==> src/rtl/tx_fifo_packer.sv <==
// ----------------------------------------------------------------------------
// tx_fifo_packer
//
// Packs a narrow valid/ready word stream into FIFO-wide entries for the
// write side of the TX async FIFO. PACK_RATIO words make one entry. A word
// flagged with in_last closes a partially filled entry early. Slot 0 sits
// in the least significant bits of the entry, and unfilled upper slots
// are zero.
//
// An entry passes through two stages. The assembly register collects
// words. The hold register presents a finished entry to the FIFO. With
// both stages full, at most two entries are buffered internally.
//
// Ports
//   w_clk     in   write-domain clock, posedge
//   w_rst     in   synchronous active-high reset
//   in_valid  in   input word valid
//   in_data   in   input word
//   in_last   in   final word of a burst; flushes a partial entry
//   in_ready  out  a word can be accepted this cycle (registered)
//   wfull     in   FIFO full flag
//   winc      out  FIFO write increment; one entry per high cycle
//   wdata     out  entry presented to the FIFO
//   wcnt      out  number of valid words in wdata (1..PACK_RATIO)
//
// asm_state | meaning
// ----------+---------------------------------------------------------------
// FILL      | assembly accepting words; in_ready=1
// PEND      | assembly holds a finished entry waiting for hold; in_ready=0
// ----------------------------------------------------------------------------
module tx_fifo_packer #(
    parameter int IN_WIDTH   = 32,
    parameter int PACK_RATIO = 4,
    parameter int CNT_WIDTH  = $clog2(PACK_RATIO + 1)
) (
    input  logic                           w_clk,
    input  logic                           w_rst,
    input  logic                           in_valid,
    input  logic [IN_WIDTH-1:0]            in_data,
    input  logic                           in_last,
    output logic                           in_ready,
    input  logic                           wfull,
    output logic                           winc,
    output logic [IN_WIDTH*PACK_RATIO-1:0] wdata,
    output logic [CNT_WIDTH-1:0]           wcnt
);

    localparam int                   ENTRY_W   = IN_WIDTH * PACK_RATIO;
    localparam logic [CNT_WIDTH-1:0] LAST_SLOT = CNT_WIDTH'(PACK_RATIO - 1);
    localparam logic [CNT_WIDTH-1:0] CNT_ONE   = CNT_WIDTH'(1);

    typedef enum logic [0:0] {
        FILL = 1'b0,
        PEND = 1'b1
    } asm_state_t;

    asm_state_t           asm_state;
    logic [ENTRY_W-1:0]   asm_data;
    logic [CNT_WIDTH-1:0] slot_cnt;
    logic [ENTRY_W-1:0]   hold_data;
    logic [CNT_WIDTH-1:0] hold_cnt;
    logic                 hold_valid;
    logic                 in_ready_q;

    logic                 accept;
    logic                 complete;
    logic                 hold_free;
    logic [ENTRY_W-1:0]   merged;

    // in_ready is a flop, so it never depends on the input-side signals.
    // It only reads 1 while asm_state is FILL.
    assign in_ready  = in_ready_q;
    assign accept    = in_valid && in_ready_q;
    assign complete  = accept && ((slot_cnt == LAST_SLOT) || in_last);

    assign winc      = hold_valid && !wfull;
    assign hold_free = !hold_valid || winc;
    assign wdata     = hold_data;
    assign wcnt      = hold_cnt;

    // Assembly contents with the incoming word dropped into its slot. The
    // slots above slot_cnt are always zero, because assembly is cleared
    // on every transfer to hold.
    always_comb begin
        merged = asm_data;
        merged[int'(slot_cnt) * IN_WIDTH +: IN_WIDTH] = in_data;
    end

    always_ff @(posedge w_clk) begin
        if (w_rst) begin
            asm_state  <= FILL;
            asm_data   <= '0;
            slot_cnt   <= '0;
            hold_data  <= '0;
            hold_cnt   <= '0;
            hold_valid <= 1'b0;
            in_ready_q <= 1'b0;
        end else begin
            // A drain empties hold unless a refill below overrides it
            // in the same cycle.
            if (winc) begin
                hold_valid <= 1'b0;
            end

            case (asm_state)
                FILL: begin
                    in_ready_q <= 1'b1;
                    if (accept) begin
                        if (complete) begin
                            if (hold_free) begin
                                hold_data  <= merged;
                                hold_cnt   <= slot_cnt + CNT_ONE;
                                hold_valid <= 1'b1;
                                asm_data   <= '0;
                                slot_cnt   <= '0;
                            end else begin
                                // slot_cnt is kept, so the count is still
                                // available when the entry moves to hold.
                                asm_data   <= merged;
                                asm_state  <= PEND;
                                in_ready_q <= 1'b0;
                            end
                        end else begin
                            asm_data <= merged;
                            slot_cnt <= slot_cnt + CNT_ONE;
                        end
                    end
                end

                PEND: begin
                    if (hold_free) begin
                        hold_data  <= asm_data;
                        hold_cnt   <= slot_cnt + CNT_ONE;
                        hold_valid <= 1'b1;
                        asm_data   <= '0;
                        slot_cnt   <= '0;
                        asm_state  <= FILL;
                        in_ready_q <= 1'b1;
                    end
                end

                default: begin
                    asm_state  <= FILL;
                    in_ready_q <= 1'b0;
                end
            endcase
        end
    end

endmodule
==> config.mk <==
export PLATFORM = sky130hd
export DESIGN_NAME = tx_fifo_packer
export DESIGN_NICKNAME = d
export VERILOG_FILES = /design/src/rtl/tx_fifo_packer.sv
export SDC_FILE = /design/constraint.sdc
export NUM_CORES = 1
export LEC_CHECK = 0
export ABC_AREA = 1
export BUFFER_PORTS_ARGS = -buffer_cell sky130_fd_sc_hd__buf_4
export CORE_AREA = 2 2 157 159
export CTS_BUF_LIST = sky130_fd_sc_hd__clkbuf_4
export DETAILED_ROUTE_END_ITERATION = 12
export DIE_AREA = 0 0 159 161
export PLACE_DENSITY_LB_ADDON = 0.2
export SLEW_MARGIN = 5
export SYNTH_ARGS = -nofsm -noshare
export SYNTH_HDL_FRONTEND = slang
export SYNTH_SLANG_ARGS = --single-unit
==> constraint.sdc <==
create_clock -name w_clk -period 2.1 [get_ports w_clk]
set_input_delay 0.63 -clock w_clk [delete_from_list [all_inputs] [get_ports w_clk]]
set_output_delay 0.63 -clock w_clk [all_outputs]
set_load 0.01 [all_outputs]
# Word-level counts from Yosys, hierarchy flattened
# Cells that the tools add are included.
classes:
  n_addsub: 2
  n_eq_ne: 5
  shift: 2
  mux: 33
  n_bitwise: 1
  reduce_logical: 10
op_table:
  columns: ["cell", "count"]
  rows:
  - ["2-to-1 mux 128 bit", 8]
  - ["case mux 128 bit (2 select lines)", 2]
  - ["bitwise mux 128 bit", 1]
  - ["variable shift 32 x 33 -> 128 bit (first input constant)", 1]
  - ["variable part select 32 x 33 -> 128 bit", 1]
  - ["negation 8 -> 33 bit", 1]
  - ["2-to-1 mux 3 bit", 6]
  - ["case mux 3 bit (2 select lines)", 2]
  - ["2-to-1 mux 1 bit", 11]
  - ["inequality test 2 bit (second input constant)", 3]
  - ["case mux 1 bit (2 select lines)", 3]
  - ["AND reduction 2 bit", 2]
  - ["AND reduction 4 bit", 1]
  - ["adder 3 x 1 -> 3 bit (second input constant)", 1]
  - ["equality test 3 x 2 -> 1 bit (second input constant)", 1]
  - ["logical AND 1 bit", 3]
  - ["logical NOT 1 bit", 2]
  - ["logical OR 1 bit", 2]
  - ["inequality test 2 x 1 -> 1 bit (second input constant)", 1]
  - ["NOT 1 bit", 1]
totals:
  ff_bits: 265
  input_bits: 37
  out_inout_bits: 133
  word_cells: 60

# Depth between registers and ports, before layout
# Gate-level depths: netlist of run 1.
depth:
  ltp_word: 7
  depth_mapped: 11
  ltp_nobuf: 10

# Least setup slack after synthesis of run 1
# Ideal clock, no wire load.
synth_path:
  path_type: "register to register"
  from: "register slot_cnt[0]"
  to: "register asm_data[28]"
  setup_ns: 0.132
  arrival_time_ns: 1.966
  t_required_ns: 1.968
  path_slack_ns: 0.002
  path_stages_with_launch: 9
  path_buffers: 1
  synth_period_minus_slack_ns: 2.098
  path_cell_list: "dfxtp_1 > inv_2 > ha_1 > ha_1 > nor3_4 > clkbuf_1 > nand3_1 > nand4_1 > a21oi_1"
synth_between:
  elab_chain_len: 7
  elab_cells_between_ends: 11
  cone_classes: "add/sub: 1; eq/ne: 1; shift: 2; mux: 5; reduce/logical: 2"
synth_rtl:
  columns: ["item", "line", "source"]
  rows:
  - ["start, declared", "59", "logic [CNT_WIDTH-1:0] slot_cnt;"]
  - ["start signal, assigned", "125", "slot_cnt <= slot_cnt + CNT_ONE;"]
  - ["negation 8 -> 33 bit", "86", "merged[int'(slot_cnt) * IN_WIDTH +: IN_WIDTH] = in_data;"]
  - ["variable part select 32 x 33 -> 128 bit / variable shift 32 x 33 -> 128 bit (equally long branches)", "86", null]
  - ["bitwise mux 128 bit", "86", null]
  - ["2-to-1 mux 128 bit", "110", "if (hold_free) begin"]
  - ["2-to-1 mux 128 bit *", "109", "if (complete) begin"]
  - ["2-to-1 mux 128 bit *", "108", "if (accept) begin"]
  - ["case mux 128 bit (2 select lines) *", "105", "case (asm_state)"]
  - ["end signal, assigned", "119", "asm_data <= merged;"]
  - ["end signal, assigned", "124", "asm_data <= merged;"]
  - ["end, declared", "58", "logic [ENTRY_W-1:0] asm_data;"]
# Every way passes the cells marked *; elsewhere a longest branch is shown, timed or not. The select of a mux whose other input is x is not followed.
# A chain may end at the register's enable or synchronous reset.

# Final worst setup path of run 1
layout_path:
  from: "register slot_cnt[0]"
  to: "register hold_data[35], in the netlist wdata[35]"
layout_between:
  elab_chain_len: 7
  elab_cells_between_ends: 13
  cone_classes: "add/sub: 1; eq/ne: 2; shift: 2; mux: 5; reduce/logical: 3"
layout_rtl:
  columns: ["item", "line", "source"]
  rows:
  - ["negation 8 -> 33 bit", "86", null]
  - ["variable part select 32 x 33 -> 128 bit / variable shift 32 x 33 -> 128 bit (equally long branches)", "86", null]
  - ["bitwise mux 128 bit", "86", null]
  - ["2-to-1 mux 128 bit", "110", null]
  - ["2-to-1 mux 128 bit", "109", null]
  - ["2-to-1 mux 128 bit", "108", null]
  - ["case mux 128 bit (2 select lines)", "105", null]
  - ["end signal, assigned", "111", "hold_data <= merged;"]
  - ["end signal, assigned", "132", "hold_data <= asm_data;"]
  - ["end, declared", "60", "logic [ENTRY_W-1:0] hold_data;"]
# Parallel ways exist; a longest one is shown, timed or not. The select of a mux whose other input is x is not followed.

==> reports/metrics.yaml, run 1 <==
synth-adder-area-share_pct: 0.3950
tritoncts: "built"
hpwlAfterDp_mm: 26.38
drcViolationCount: 0
slew_violations: 0
status: "finished, final reports clean"
synth_compound_area_share_pct: 20.69
gp_congestion: 0.9063
fin_skew_ns: 0.03777
grt_max_degree: 149
ys_ff_latch: 265
wl_per_cell_um: 17.92
area_growth_pct: 22.62
hold-worst-slack_ns: 0.2662
crit_path_max_incr_delay_ns: 0.33
postSynthCellCount: 1871
die_x_um: 159
yosysUniqueCellTypes: 26
leakagePower_nw: 6.683
ys_seq_area_share_pct: 41.87
grt-ovfl-total: 0
rows: 57
avgSynthCellArea_sq_um: 6.772
critPathTopFamily: "buffers and inverters"
ir_drop_mv: 0.4932
worst_ep_arrival_time_ns: 2.58
power_mw: 12.11
viasPerCell: 5.831
mostFrequentLayoutCells: "nand2_1, a21oi_1, dfxtp_1"
grt_pass1_wl_mm: 66.50
cts.htree.levels: 3
hold-path-endpoint: "asm_data[55]"
nNetsFinal: 2053
crit_fanout: 13
cp_num_buf_inv: 4
power_density_mw_per_mm2: 779.3
finalWorstSetupSlack_ns: 0.07396
worstSetupPathType: "register to register"
wl_mm: 42.87
drtPass1Iterations: 9
hold_viol: 0
yosys.area_share.simple_pct: 26.37
portBuffers: 169
cp.required_ns: 2.66
start_util_pct: 52.88
clk_pin_slew_ns: 0.07
synth_top_family_by_area: "simple AND/OR/NAND/NOR gates"
tightest_slew_ns: 0.7661
die-area_sq_mm: 0.02560
reg2reg_to: "wdata[35]"
drt-initial-drc-count: 1535
min_path_type: "input pin to register"
path_cells: "buf_6 -> ha_1 -> ha_1 -> nor2_1 -> nor2_2 -> nor2_2 -> nor2_4 -> buf_8 -> buf_12 -> buf_12 -> o21ai_1 -> nor2_1"
vias: 13950
cts_hold_buf: 0
r2r_cells: 12
preCtsSetupSlack_ns: 0.02876
io_pins: 170
antenna_found_initial: 1
yosys_warnings: 0
cp_slowest_cell: "dfxtp_2"
cts-buffers-inserted: 72
relSlewSlack_pct: 48.92
grt_pass1_vias: 12450
max_freq_mhz: 493.6
reg2reg_from: "slot_cnt[0]"
cap_violations: 0
clockBufferDepth: 3
die_h_um: 161
setup_viol: 0
synthMuxAreaShare_pct: 0
drive_gt1_share_pct: 18.24
grt_use_total_pct: 31.85
period_share_pct: 96.48
period_minus_slack_ns: 2.026
endpoint_kind: "register"
startpoint_type: "register"
antenna_left: 0
cts.sink_count: 265
synth_xor_area_share_pct: 0
mostFrequentLayoutCell: "nand2_1"
synth_fp_nets: 1912
insertion_delay_ns: 0.69
root_buffer: "clkbuf_4"
holdPathStages: 2
hold_start: "w_rst"
rsz0062_at_grt: "true"
coreArea_sq_mm: 0.02396
syn_area_sq_mm: 0.01267
rrSetupSlack_ns: 0.07
## final cells by class
| cell class | count | area [sq um] |
|---|---|---|
| tap | 324 | 405.4 |
| multi-input combinational | 1269 | 6085 |
| clock inverter | 20 | 157.7 |
| inverter | 176 | 665.6 |
| fill | 2208 | 8426 |
| sequential | 265 | 5310 |
| timing repair buffer | 228 | 2093 |
| clock buffer | 109 | 818.3 |
| antenna | 1 | 2.502 |
## timing repair
action                     in CTS  in global routing
gates resized for setup         0                 34
setup endpoints to repair       0                230
setup buffers                   0                  5
## report_power, final
part / leakage [nW] / internal (mW) / switching [mW] / total (mW)
clock network: 0.572 / 2.74 / 2.23 / 4.97
logic: 3.96 / 0.656 / 1.14 / 1.80
registers: 2.15 / 5.21 / 0.129 / 5.34
## worst max-delay path by stage
| stage | from | to | slack, ns | cells after the start |
|---|---|---|---|---|
| 6_report | slot_cnt[0] | wdata[35] | 0.07 | 12 |
| 5_1_grt | slot_cnt[0] | wdata[56] | -0.02 | 12 |
| 4_1_cts | slot_cnt[0] | wdata[90] | 0.01 | 10 |
| 3_5_place_dp | slot_cnt[0] | asm_data[39] | 0.03 | 10 |
| 3_3_place_gp | slot_cnt[0] | asm_data[32] | 0.09 | 9 |
| 2_1_floorplan | slot_cnt[0] | asm_data[28] | 0.002 | 8 |
## stage by stage
step	cell area (sq um)	setup TNS, ns	util (%)	cells
after floorplan	12670	0	-	1871
after global placement	14340	0	59.86	2254
after detailed placement	14340	0	59.86	2254
after CTS	15320	0	63.93	2383
after global routing	15540	-0.1944	64.84	2392
final	15540	0	64.84	2392
## metal layers
layer	vias up	GRT usage, %	wire, um
li1	6623	-	-
met1	6471	44.16	17980
met2	735	47.85	18990
met3	119	6.163	4075
met4	0	15.33	1832
met5	-	0	0
## synth_stat cells
master	number	area (sq um)
nor3_1	1	5.000
buf_4	3	22.52
buf_2	60	300.3
or2_2	1	6.260
a21oi_2	1	8.760
nand4_4	1	21.27
inv_1	171	641.9
dfxtp_1	265	5305
nor2_2	2	12.51
inv_2	4	15.01
nor3_4	1	16.27
o21ai_1	74	370.4
nor2_4	2	22.52
nand2_2	3	18.77
ha_1	4	50.05
nand4_1	128	800.8
nand2_1	365	1370
nand3_1	129	645.6
nor3_2	1	10.01
a21oi_1	324	1622
clkbuf_1	86	322.8
inv_4	1	6.260
o21ai_0	124	620.6
nor2_1	107	401.6
nand3_2	1	10.01
buf_1	12	45.04
## state kept, by name, summed over array words and instances, names as in the netlist
name	flops
wdata	128
hold_valid	1
wcnt	3
asm_data	128
in_ready	1
slot_cnt	3
asm_state	1
## cells by family after synthesis
group | count (synthesis)
buffers and inverters | 337
AO/OA/AOI/OAI | 523
flip-flops | 265
AND/OR/NAND/NOR | 742
adder cells (fa/ha/maj) | 4
(Power assumes the default switching activity.)
==> run 2, diff against run 1 <==
--- a/config.mk
+++ b/config.mk
@@ -12,6 +12,7 @@
 export DETAILED_ROUTE_END_ITERATION = 12
 export DIE_AREA = 0 0 159 161
 export PLACE_DENSITY_LB_ADDON = 0.2
+export REMOVE_ABC_BUFFERS = 1
 export SLEW_MARGIN = 5
 export SYNTH_ARGS = -nofsm -noshare
 export SYNTH_HDL_FRONTEND = slang
==> run 2 against run 1 <==
Compared with the run above: global-route usage down 1.3 points; power down 1.7%; register-to-register slack better by 0.06 ns; first-iteration DRC count down 13%; core utilization down 0.20 points; clock-buffer cell count up 1; design area down 0.31%; worst setup slack better by 0.063 ns; cell count down 0.33%; clock power down 5.2%; sequential power about the same; fmax up 3.2%.
==> reports/metrics.yaml, run 2 (synthesis gave the netlist of run 1 again) <==
io_pins: 170
clockBufferDepth: 3
portBuffers: 169
hold-worst-slack_ns: 0.3788
start_util_pct: 52.88
ir_drop_mv: 0.4040
grt_use_total_pct: 30.53
wl_met3_mm: 3.661
antenna_found_initial: 1
status: "finished, final reports clean"
area_growth_pct: 22.24
slew_violations: 0
fin_skew_ns: 0.04125
fin_area_sq_mm: 0.01549
die-area_sq_mm: 0.02560
drtPass1Iterations: 6
worst_ep_arrival_time_ns: 2.54
leakagePower_nw: 6.681
insertion_delay_ns: 0.69
hpwlAfterDp_mm: 23.72
worstSetupPathType: "register to register"
nNetsFinal: 2056
drive_gt1_share_pct: 18.16
drcViolationCount: 0
wl_mm: 40.16
cts-buffers-inserted: 71
gp_congestion: 0.8188
crit_fanout: 30
power_mw: 11.91
max_freq_mhz: 509.5
die_x_um: 159
setup_viol: 0
mostFrequentLayoutCell: "nand2_1"
grt_pass1_vias: 12910
grt_pass1_wl_mm: 64.74
period_share_pct: 93.46
wl_met1_mm: 16.64
clk_pin_slew_ns: 0.06
highest_layer: "met4"
cp.required_ns: 2.68
rows: 57
finalNonFillerCells: 2384
endpoint_kind: "register"
tritoncts: "built"
grt_max_degree: 117
vias: 13810
power_density_mw_per_mm2: 768.6
die_h_um: 161
cts_hold_buf: 0
root_buffer: "clkbuf_4"
cap_violations: 0
fillers: 2124
hold_viol: 0
tns_ns: 0
startpoint_type: "register"
relSlewSlack_pct: 55.33
coreArea_sq_mm: 0.02396
dp_cells: 2265
drt-initial-drc-count: 1335
cts.htree.levels: 3
tightest_slew_ns: 0.6700
dpl_cell_area_sq_mm: 0.01453
period_minus_slack_ns: 1.963
cts.sink_count: 265
antenna_left: 0
grt-ovfl-total: 0
wl_per_cell_um: 16.85
wl_met2_mm: 18.58
min_path_type: "input pin to register"
viasPerCell: 5.791
rsz0062_at_grt: "false"
mostFrequentLayoutCells: "nand2_1, a21oi_1, dfxtp_1"
-- run 2: changes by cell type in the layout (fill, tap and decap cells not counted), moves of 3 or more --
cell       delta
o21ai_0       +8
a21oi_2       -5
inv_4         +3
clkbuf_16     -3
buf_12        +8
clkinv_1     -11
buf_4         +3
a21oi_1       +5
o21ai_2       -6
nand2_1       -3
nand2_2       +3
-- run 2: final timing paths --
check                    start      endpoint  slack (ns)  cells after the start
hold reg to reg   asm_data[43]  asm_data[43]        0.46                      2
setup / recovery   slot_cnt[0]    wdata[126]        0.14                     11
hold / removal     in_data[16]    wdata[112]        0.38                      5
setup reg to reg   slot_cnt[0]    wdata[126]        0.14                     11
-- run 2: cell type report --
| type | count | area, sq um | area share, % |
|---|---|---|---|
| Antenna cell | 1 | 2.502 | 0.01616 |
| Clock buffer | 110 | 825.8 | 5.332 |
| Clock inverter | 7 | 78.83 | 0.5089 |
| Inverter | 176 | 673.1 | 4.346 |
| Multi-Input combinational cell | 1269 | 6057 | 39.11 |
| Sequential cell | 265 | 5314 | 34.31 |
| Tap cell | 324 | 405.4 | 2.617 |
| Timing Repair Buffer | 232 | 2132 | 13.77 |
-- run 2: worst max-delay path, cell delays in order (launching register included) --
cell and delay, ns:
dfxtp_4 0.36, ha_1 0.21, ha_1 0.20, nor2_1 0.13, nor2_2 0.07, nor2_2 0.15
nor2_4 0.06, buf_12 0.15, inv_4 0.10, buf_12 0.20, a21oi_1 0.07, a21oi_1 0.17
-- run 2: metrics by stage --
step	setup WS (ns)	util (%)
final	0.1373	64.64
after global routing	0.0004148	64.64
after CTS	0.007458	64.43
after detailed placement	-0.07554	60.65
after global placement	0.0006843	60.65
after floorplan	-6.372	-
-- run 2: routing by layer --
layer | track usage [%] | vias up
met5 | 0 | -
met4 | 12.69 | 0
met3 | 5.316 | 100
met2 | 50.26 | 695
met1 | 39.92 | 6395
li1 | - | 6616
-- run 2: power by group --
group,switching [mW],internal [mW]
clock network,2.12,2.60
logic,1.16,0.689
registers,0.130,5.21
-- run 2: what timing repair did --
action,in CTS,in global routing
gates resized for setup,1,12
cloned,0,0
pin swaps,1,2
setup buffers,0,1
endpoints found under the setup margin,155,256
